$ cat config.mk
export PLATFORM = sky130hd
export DESIGN_NAME = seven_seg_capture_flat
export DESIGN_NICKNAME = d
export VERILOG_FILES = /design/src/rtl/seven_seg_pkg.sv /design/src/rtl/seven_seg_capture_if.sv /design/src/rtl/seven_seg_decode.sv /design/src/rtl/seven_seg_capture.sv /design/src/flat_wrapper.sv
export SDC_FILE = /design/constraint.sdc
export NUM_CORES = 1
export LEC_CHECK = 0
export ABC_AREA = 1
export CAP_MARGIN = 25
export CORE_AREA = 2 2 60 62
export CTS_CLUSTER_DIAMETER = 120
export CTS_CLUSTER_SIZE = 16
export DETAILED_ROUTE_END_ITERATION = 6
export DIE_AREA = 0 0 62 64
export GPL_TIMING_DRIVEN = 1
export PLACE_DENSITY_LB_ADDON = 0.25
export SYNTH_ARGS = -nofsm -noshare
export SYNTH_HDL_FRONTEND = slang
export SYNTH_SLANG_ARGS = --single-unit
$ cat constraint.sdc
create_clock -name clk -period 2 [get_ports clk]
set_input_delay 0.4 -clock clk [delete_from_list [all_inputs] [get_ports clk]]
set_output_delay 0.4 -clock clk [all_outputs]
set_load 0.05 [all_outputs]
$ cat src/rtl/seven_seg_pkg.sv
// Shared types and segment patterns for the two-digit 7-segment capture block.
// Bus bit order is {g,f,e,d,c,b,a}, active-high.
package seven_seg_pkg;

    typedef logic [6:0] seg7_t;

    localparam seg7_t SEG_0     = 7'h3F;
    localparam seg7_t SEG_1     = 7'h06;
    localparam seg7_t SEG_2     = 7'h5B;
    localparam seg7_t SEG_3     = 7'h4F;
    localparam seg7_t SEG_4     = 7'h66;
    localparam seg7_t SEG_5     = 7'h6D;
    localparam seg7_t SEG_6     = 7'h7D;
    localparam seg7_t SEG_7     = 7'h07;
    localparam seg7_t SEG_8     = 7'h7F;
    localparam seg7_t SEG_9     = 7'h6F;
    localparam seg7_t SEG_A     = 7'h77;
    localparam seg7_t SEG_B     = 7'h7C;
    localparam seg7_t SEG_C     = 7'h39;
    localparam seg7_t SEG_D     = 7'h5E;
    localparam seg7_t SEG_E     = 7'h79;
    localparam seg7_t SEG_F     = 7'h71;
    localparam seg7_t SEG_BLANK = 7'h00;

    typedef enum logic {
        EXP_HI = 1'b0,
        EXP_LO = 1'b1
    } state_t;

endpackage

$ cat src/rtl/seven_seg_capture_if.sv
// Segment link from the display driver: seg_in is valid in any cycle where seg_strobe=1
// (no ready; every strobe cycle is one digit). dbg_state exposes the capture FSM.
interface seven_seg_capture_if;
    import seven_seg_pkg::*;

    seg7_t  seg_in;
    logic   seg_strobe;
    state_t dbg_state;

    modport master (output seg_in, output seg_strobe, input dbg_state);
    modport slave  (input seg_in, input seg_strobe, output dbg_state);
endinterface

$ cat src/rtl/seven_seg_decode.sv
// Combinational 7-segment pattern to hex nibble decoder; unknown patterns give 0 with err set.
module seven_seg_decode
    import seven_seg_pkg::*;
(
    input  seg7_t      pat,
    output logic       err,
    output logic [3:0] nib
);

    always_comb begin
        err = 1'b0;
        nib = 4'h0;
        case (pat)
            SEG_0:     nib = 4'h0;
            SEG_1:     nib = 4'h1;
            SEG_2:     nib = 4'h2;
            SEG_3:     nib = 4'h3;
            SEG_4:     nib = 4'h4;
            SEG_5:     nib = 4'h5;
            SEG_6:     nib = 4'h6;
            SEG_7:     nib = 4'h7;
            SEG_8:     nib = 4'h8;
            SEG_9:     nib = 4'h9;
            SEG_A:     nib = 4'hA;
            SEG_B:     nib = 4'hB;
            SEG_C:     nib = 4'hC;
            SEG_D:     nib = 4'hD;
            SEG_E:     nib = 4'hE;
            SEG_F:     nib = 4'hF;
            SEG_BLANK: err = 1'b1;
            default:   err = 1'b1;
        endcase
    end

endmodule

$ cat src/rtl/seven_seg_capture.sv
// Receive side of the multiplexed two-digit 7-segment link: demux, decode, publish, stall watchdog.
// Optional strobe-period checker enabled by defining SEVEN_SEG_PERIOD_CHECK_EN.
module seven_seg_capture
    import seven_seg_pkg::*;
#(
    parameter int PERIOD  = 12501,
    parameter int TIMEOUT = 16384,
    parameter int CBITS   = 15
) (
    input  logic                clk,
    input  logic                rst,
    seven_seg_capture_if.slave  link,
    output logic [3:0]          digit_hi,
    output logic [3:0]          digit_lo,
    output logic                frame_valid,
    output logic                frame_err,
    output logic                stall,
    output logic                period_err
);

    localparam logic [CBITS-1:0] CNT_MAX = CBITS'(TIMEOUT);
    localparam logic [CBITS-1:0] CNT_PRE = CBITS'(TIMEOUT - 1);

    if (TIMEOUT <= PERIOD || TIMEOUT >= (1 << CBITS)) begin : g_cfg_bad
        $error("seven_seg_capture: need PERIOD < TIMEOUT < 2**CBITS");
    end

    state_t           state_q, state_d;
    logic [CBITS-1:0] cnt_q, cnt_d;
    logic [3:0]       hi_nib_q, hi_nib_d;
    logic             hi_err_q, hi_err_d;
    logic [3:0]       digit_hi_q, digit_hi_d;
    logic [3:0]       digit_lo_q, digit_lo_d;
    logic             frame_valid_q, frame_valid_d;
    logic             frame_err_q, frame_err_d;
    logic             stall_q, stall_d;
    logic             dec_err;
    logic [3:0]       dec_nib;
    logic             timeout_hit;

    seven_seg_decode u_decode (
        .pat (link.seg_in),
        .err (dec_err),
        .nib (dec_nib)
    );

    // A strobe in the would-be timeout cycle wins, so the watchdog only fires on a quiet cycle.
    assign timeout_hit = !link.seg_strobe && (cnt_q == CNT_PRE);

    always_comb begin
        state_d       = state_q;
        cnt_d         = cnt_q;
        hi_nib_d      = hi_nib_q;
        hi_err_d      = hi_err_q;
        digit_hi_d    = digit_hi_q;
        digit_lo_d    = digit_lo_q;
        frame_valid_d = 1'b0;
        frame_err_d   = frame_err_q;
        stall_d       = stall_q;
        if (link.seg_strobe) begin
            cnt_d   = '0;
            stall_d = 1'b0;
            case (state_q)
                EXP_HI: begin
                    hi_nib_d = dec_nib;
                    hi_err_d = dec_err;
                    state_d  = EXP_LO;
                end
                EXP_LO: begin
                    digit_hi_d    = hi_nib_q;
                    digit_lo_d    = dec_nib;
                    frame_err_d   = hi_err_q | dec_err;
                    frame_valid_d = 1'b1;
                    state_d       = EXP_HI;
                end
                default: state_d = EXP_HI;
            endcase
        end else if (cnt_q != CNT_MAX) begin
            cnt_d = cnt_q + CBITS'(1);
            if (timeout_hit) begin
                stall_d  = 1'b1;
                state_d  = EXP_HI;
                hi_nib_d = 4'h0;
                hi_err_d = 1'b0;
            end
        end
    end

    always_ff @(posedge clk) begin
        if (rst) begin
            state_q       <= EXP_HI;
            cnt_q         <= '0;
            hi_nib_q      <= 4'h0;
            hi_err_q      <= 1'b0;
            digit_hi_q    <= 4'h0;
            digit_lo_q    <= 4'h0;
            frame_valid_q <= 1'b0;
            frame_err_q   <= 1'b0;
            stall_q       <= 1'b0;
        end else begin
            state_q       <= state_d;
            cnt_q         <= cnt_d;
            hi_nib_q      <= hi_nib_d;
            hi_err_q      <= hi_err_d;
            digit_hi_q    <= digit_hi_d;
            digit_lo_q    <= digit_lo_d;
            frame_valid_q <= frame_valid_d;
            frame_err_q   <= frame_err_d;
            stall_q       <= stall_d;
        end
    end

`ifdef SEVEN_SEG_PERIOD_CHECK_EN
    logic first_q, first_d;
    logic period_err_q, period_err_d;

    // The first strobe after reset or a stall has no meaningful predecessor to measure from.
    always_comb begin
        first_d      = first_q;
        period_err_d = period_err_q;
        if (link.seg_strobe) begin
            if (!first_q && ((CBITS+1)'(cnt_q) + (CBITS+1)'(1) != (CBITS+1)'(PERIOD)))
                period_err_d = 1'b1;
            first_d = 1'b0;
        end else if (timeout_hit) begin
            first_d = 1'b1;
        end
    end

    always_ff @(posedge clk) begin
        if (rst) begin
            first_q      <= 1'b1;
            period_err_q <= 1'b0;
        end else begin
            first_q      <= first_d;
            period_err_q <= period_err_d;
        end
    end

    assign period_err = period_err_q;
`else
    assign period_err = 1'b0;
`endif

    assign link.dbg_state = state_q;
    assign digit_hi       = digit_hi_q;
    assign digit_lo       = digit_lo_q;
    assign frame_valid    = frame_valid_q;
    assign frame_err      = frame_err_q;
    assign stall          = stall_q;

endmodule

$ cat src/flat_wrapper.sv
// flat-port wrapper written by rule: the top's interface ports become plain ports
module seven_seg_capture_flat import seven_seg_pkg::*;
#(
    parameter int PERIOD  = 12501,
    parameter int TIMEOUT = 16384,
    parameter int CBITS   = 15
)
  (clk, rst, digit_hi, digit_lo, frame_valid, frame_err, stall, period_err, link_seg_in, link_seg_strobe, link_dbg_state);
  seven_seg_capture_if link_i ();
  input  logic clk;
  input  logic rst;
  output logic [3:0] digit_hi;
  output logic [3:0] digit_lo;
  output logic frame_valid;
  output logic frame_err;
  output logic stall;
  output logic period_err;
  input wire logic [$bits(link_i.seg_in)-1:0] link_seg_in;
  input wire logic [$bits(link_i.seg_strobe)-1:0] link_seg_strobe;
  output wire logic [$bits(link_i.dbg_state)-1:0] link_dbg_state;
  assign link_i.seg_in = link_seg_in;
  assign link_i.seg_strobe = link_seg_strobe;
  assign link_dbg_state = link_i.dbg_state;
  seven_seg_capture #(.PERIOD(PERIOD), .TIMEOUT(TIMEOUT), .CBITS(CBITS)) u_core (.clk(clk), .rst(rst), .link(link_i), .digit_hi(digit_hi), .digit_lo(digit_lo), .frame_valid(frame_valid), .frame_err(frame_err), .stall(stall), .period_err(period_err));
endmodule
==> impl_results.html <==
<table>
<tr><th>Metric</th><th>Value</th></tr>
<tr><th colspan="2">Outcome</th></tr>
<tr><td>Run status</td><td>complete, no violations</td></tr>
<tr><th colspan="2">Setup path</th></tr>
<tr><td>Capturing point of the worst reg2reg path</td><td>u_core.hi_err_q$_SDFFE_PP0P_</td></tr>
<tr><td>Maximum fanout encountered on the critical timing path</td><td>2</td></tr>
<tr><td>Launching element type of the critical path</td><td>flip-flop</td></tr>
<tr><td>Worst Setup Path Type</td><td>flip-flop to output pin</td></tr>
<tr><td>CP top delay family</td><td>buffers and inverters</td></tr>
<tr><td>Endpoint type of the worst setup path</td><td>output pin</td></tr>
<tr><td>Source of the worst register-to-register timing path</td><td>u_core.cnt_q[0]$_SDFFE_PP0P_</td></tr>
<tr><td>Cell chain of the critical path</td><td>clkdlybuf4s50_1</td></tr>
<tr><td>Crit path required time</td><td>1.60 ns</td></tr>
<tr><td>Reg-to-reg slack, setup</td><td>0.42 ns</td></tr>
<tr><td>Buffer and inverter count on the worst path</td><td>1</td></tr>
<tr><td>Highest cell delay on the worst timing path</td><td>0.81 ns</td></tr>
<tr><td>Crit-path slowest cell</td><td>sky130_fd_sc_hd__clkdlybuf4s50_1</td></tr>
<tr><td>Worst R2R Path Depth</td><td>10</td></tr>
<tr><td>Data arrival time at the worst-slack endpoint</td><td>1.50 ns</td></tr>
<tr><th colspan="2">Worst hold path</th></tr>
<tr><td>Hold path depth</td><td>2</td></tr>
<tr><td>Hold path startpoint</td><td>u_core.stall$_SDFFE_PP0P_</td></tr>
<tr><td>Min-delay worst type</td><td>flip-flop to flip-flop</td></tr>
<tr><td>Min-Delay Endpoint</td><td>u_core.stall$_SDFFE_PP0P_</td></tr>
<tr><th colspan="2">Floorplanning</th></tr>
<tr><td>Effective utilization at floorplan</td><td>0.517</td></tr>
<tr><td>Die span in y</td><td>64 um</td></tr>
<tr><td>Core area</td><td>0.00328 mm^2</td></tr>
<tr><td>Io pins</td><td>23</td></tr>
<tr><td>Total number of placement rows</td><td>21</td></tr>
<tr><td>Die area</td><td>0.00397 mm^2</td></tr>
<tr><td>Die width</td><td>62 um</td></tr>
<tr><th colspan="2">Timing</th></tr>
<tr><td>Final Max Slew Viols</td><td>0</td></tr>
<tr><td>Final setup violating endpoints</td><td>0</td></tr>
<tr><td>Clk_skew</td><td>0.00406 ns</td></tr>
<tr><td>Share of the cycle needed by the critical path after routing</td><td>0.951</td></tr>
<tr><td>Final min period</td><td>1.90 ns</td></tr>
<tr><td>Least-Margin Pin Slew</td><td>0.501 ns</td></tr>
<tr><td>Setup repair after global routing missed its margin</td><td>no</td></tr>
<tr><td>Highest clock rate</td><td>526 MHz</td></tr>
<tr><td>Summed negative setup slack over all endpoints</td><td>0 ns</td></tr>
<tr><td>Number of failing hold endpoints at the final stage</td><td>0</td></tr>
<tr><td>Remaining max-slew budget at the tightest pin</td><td>0.666</td></tr>
<tr><th colspan="2">GRT</th></tr>
<tr><td>Global-route wire length before repair</td><td>6280 um</td></tr>
<tr><td>Number of global-route vias before repair</td><td>1592</td></tr>
<tr><td>Pin count of the biggest net entering global routing</td><td>12</td></tr>
<tr><td>Initial antenna violation count</td><td>0</td></tr>
<tr><td>Grt total ovfl</td><td>0</td></tr>
<tr><td>GRT Util Overall</td><td>0.207</td></tr>
<tr><th colspan="2">Clock network</th></tr>
<tr><td>Cell at the root of the clock tree</td><td>sky130_fd_sc_hd__clkbuf_4</td></tr>
<tr><td>TritonCTS clock tree</td><td>built</td></tr>
<tr><td>Reg clk slew, reported paths</td><td>0.10 ns</td></tr>
<tr><td>Count of buffers added by post-CTS timing repair for setup</td><td>0</td></tr>
<tr><td>Hold-fix buffers at CTS</td><td>0</td></tr>
<tr><td>Number of sinks handled by clock tree synthesis</td><td>32</td></tr>
<tr><td>Clock buffers created by TritonCTS</td><td>5</td></tr>
<tr><td>H-tree levels</td><td>2</td></tr>
<tr><td>Clock insertion delay at the later pin of the skew report</td><td>0.33 ns</td></tr>
<tr><td>Clock buffer depth</td><td>2</td></tr>
<tr><th colspan="2">Detailed routing</th></tr>
<tr><td>DRC violations left</td><td>0</td></tr>
<tr><td>Routed wire per std cell</td><td>10.4 um</td></tr>
<tr><td>Highest routing layer actually used</td><td>met4</td></tr>
<tr><td>First-iteration detailed-routing DRC count</td><td>97</td></tr>
<tr><td>Post-route antenna net violation count</td><td>0</td></tr>
<tr><td>Routed met1 length</td><td>1690 um</td></tr>
<tr><td>Sum of met3 wire segment lengths after detailed routing</td><td>134 um</td></tr>
<tr><td>Vias per cell</td><td>4.85</td></tr>
<tr><td>First-pass iteration count of the detailed router</td><td>4</td></tr>
<tr><td>Post-detailed-routing wire length</td><td>3590 um</td></tr>
<tr><td>Met2 Routed Length</td><td>1720 um</td></tr>
<tr><td>Total number of vias</td><td>1674</td></tr>
<tr><th colspan="2">Placement</th></tr>
<tr><td>Routability cong.</td><td>0.846</td></tr>
<tr><td>Placement-stage cell area</td><td>0.00197 mm^2</td></tr>
<tr><td>Count of port buffers added during placement</td><td>21</td></tr>
<tr><td>Detailed placer's ending HPWL</td><td>2760 um</td></tr>
<tr><td>Cells after DPL</td><td>337</td></tr>
<tr><th colspan="2">Synth</th></tr>
<tr><td>Area share of the largest cell type after synthesis</td><td>0.377</td></tr>
<tr><td>Post-synth top area cell</td><td>sky130_fd_sc_hd__dfxtp_1</td></tr>
<tr><td>Per-instance average area after synthesis</td><td>6.29 um^2</td></tr>
<tr><td>Netlist cell types</td><td>22</td></tr>
<tr><td>Proportion of synthesized chip area in sequential cells</td><td>0.377</td></tr>
<tr><td>Cells after synthesis</td><td>270</td></tr>
<tr><td>Post-synthesis instance area</td><td>0.00170 mm^2</td></tr>
<tr><td>Leading cell types by total area after synthesis</td><td>sky130_fd_sc_hd__dfxtp_1 (38%), sky130_fd_sc_hd__nor2_1 (13%), sky130_fd_sc_hd__nand2_1 (11%)</td></tr>
<tr><td>Warnings from Yosys</td><td>0</td></tr>
<tr><td>Post-synth net total</td><td>282</td></tr>
<tr><td>Number of synthesized register bits</td><td>32</td></tr>
<tr><th colspan="2">Layout</th></tr>
<tr><td>Layout cells sized above 1</td><td>0.0870</td></tr>
<tr><td>Final net count</td><td>310</td></tr>
<tr><td>Highest-count cells in the layout ignoring fill and taps</td><td>sky130_fd_sc_hd__nor2_1 (60), sky130_fd_sc_hd__nand2_1 (51), sky130_fd_sc_hd__inv_1 (37), sky130_fd_sc_hd__dfxtp_1 (32), sky130_fd_sc_hd__a21oi_1 (23)</td></tr>
<tr><td>Final cell area excluding filler cells</td><td>0.00203 mm^2</td></tr>
<tr><td>Count of placed standard cells in the final layout, fillers left out</td><td>345</td></tr>
<tr><td>Commonest non-fill, non-tap cell in the layout</td><td>sky130_fd_sc_hd__nor2_1</td></tr>
<tr><td>Syn-to-layout area delta</td><td>19.8%</td></tr>
<tr><td>Count of antenna diodes in the layout</td><td>0</td></tr>
<tr><th colspan="2">Pwr</th></tr>
<tr><td>Leak</td><td>0.890 nW</td></tr>
<tr><td>Areal power density over the cells</td><td>610 mW/mm^2</td></tr>
<tr><td>Worst ir drop on vdd</td><td>0.426 mV</td></tr>
<tr><th colspan="2">Flow run</th></tr>
<tr><td>Reported max-cap violation count</td><td>0</td></tr>
</table>
==> area by class of cell <==
cell class / count / area [um^2]
Fill cell: 308 / 1250
Multi-Input combinational cell: 194 / 888
Sequential cell: 32 / 641
Timing Repair Buffer: 24 / 235
Inverter: 41 / 154
Clock buffer: 8 / 58.8
Tap cell: 46 / 57.6
==> how the worst max path moves through the flow <==
stage	start	end	slack (ns)	cells after the start
finish	u_core.digit_lo[1]$_SDFFE_PP0P_	digit_lo[1]	0.1	1
global route	u_core.digit_hi[0]$_SDFFE_PP0P_	digit_hi[0]	0.07	1
CTS	u_core.link.dbg_state$_SDFFE_PP0P_	link_dbg_state	0.05	1
detailed placement	link_seg_in[6]	u_core.hi_err_q$_SDFFE_PP0P_	0.04	8
global placement	link_seg_in[6]	u_core.digit_lo[0]$_SDFFE_PP0P_	0.08	7
floorplan	u_core.cnt_q[0]$_SDFFE_PP0P_	u_core.hi_nib_q[1]$_SDFFE_PP0P_	0.62	10
==> stage by stage <==
step | util | total power, W | setup slack, ns | hold slack, ns
finish | 0.619 | 0.00124 | 0.0978 | 0.457
global route | 0.619 | 0.00130 | 0.0702 | 0.488
detailed placement | 0.601 | 0.000868 | 0.0432 | 0.445
CTS | 0.619 | 0.00125 | 0.0509 | 0.459
global placement | 0.601 | 0.000867 | 0.0845 | 0.443
floorplan | - | 0.000798 | 0.616 | 0.436
==> state kept, by name, indices dropped and copies added (netlist names) <==
| register | count |
|---|---|
| u_core.stall | 1 |
| u_core.link.dbg_state | 1 |
| u_core.frame_err | 1 |
| u_core.frame_valid | 1 |
| u_core.digit_lo | 4 |
| u_core.cnt_q | 15 |
| u_core.digit_hi | 4 |
| u_core.hi_err_q | 1 |
| u_core.hi_nib_q | 4 |
==> cell usage after synthesis <==
master,instances
sky130_fd_sc_hd__o21ai_0,15
sky130_fd_sc_hd__clkbuf_1,2
sky130_fd_sc_hd__conb_1,1
sky130_fd_sc_hd__xor2_1,1
sky130_fd_sc_hd__inv_1,37
sky130_fd_sc_hd__nand3b_2,1
sky130_fd_sc_hd__nor2_2,6
sky130_fd_sc_hd__nor3_1,6
sky130_fd_sc_hd__dfxtp_1,32
sky130_fd_sc_hd__nand2_1,51
sky130_fd_sc_hd__nand2_2,3
sky130_fd_sc_hd__o21ai_1,4
sky130_fd_sc_hd__nand3_1,13
sky130_fd_sc_hd__a21oi_2,1
sky130_fd_sc_hd__o21a_1,1
sky130_fd_sc_hd__nor2_1,60
sky130_fd_sc_hd__nand3_2,2
sky130_fd_sc_hd__buf_4,1
sky130_fd_sc_hd__inv_2,4
sky130_fd_sc_hd__a21oi_1,23
sky130_fd_sc_hd__ha_1,2
sky130_fd_sc_hd__nand4_1,4
==> worst min-delay path, stage by stage (launching register included) <==
cell                      delay [ns]
sky130_fd_sc_hd__dfxtp_1        0.32
sky130_fd_sc_hd__inv_1          0.05
sky130_fd_sc_hd__a21oi_1        0.05
==> timing repair <==
action,in CTS,in global routing
gates resized for setup,0,1
endpoints found under the hold margin,0,0
endpoints found under the setup margin,0,1
==> metal layers <==
metal,global-route usage,up-vias
met1,0.257,737
met2,0.336,26
li1,-,905
met4,0.0824,0
met5,0,-
met3,0.0486,6
==> where the power goes <==
part           internal [W]  switching (W)
Sequential         0.000653     0.00000963
Combinational     0.0000664       0.000123
Clock              0.000173       0.000215
Total              0.000893       0.000348
==> cells by family after synthesis <==
logic type	count (synthesis)	synth area share
buffers and inverters	44	0.0995
XOR/XNOR	1	0.00516
flip-flops	32	0.377
other	1	0.00221
AO/OA/AOI/OAI	44	0.133
adder cells (fa/ha/maj)	2	0.0147
AND/OR/NAND/NOR	146	0.368
Power figures use the tool's default switching activity.
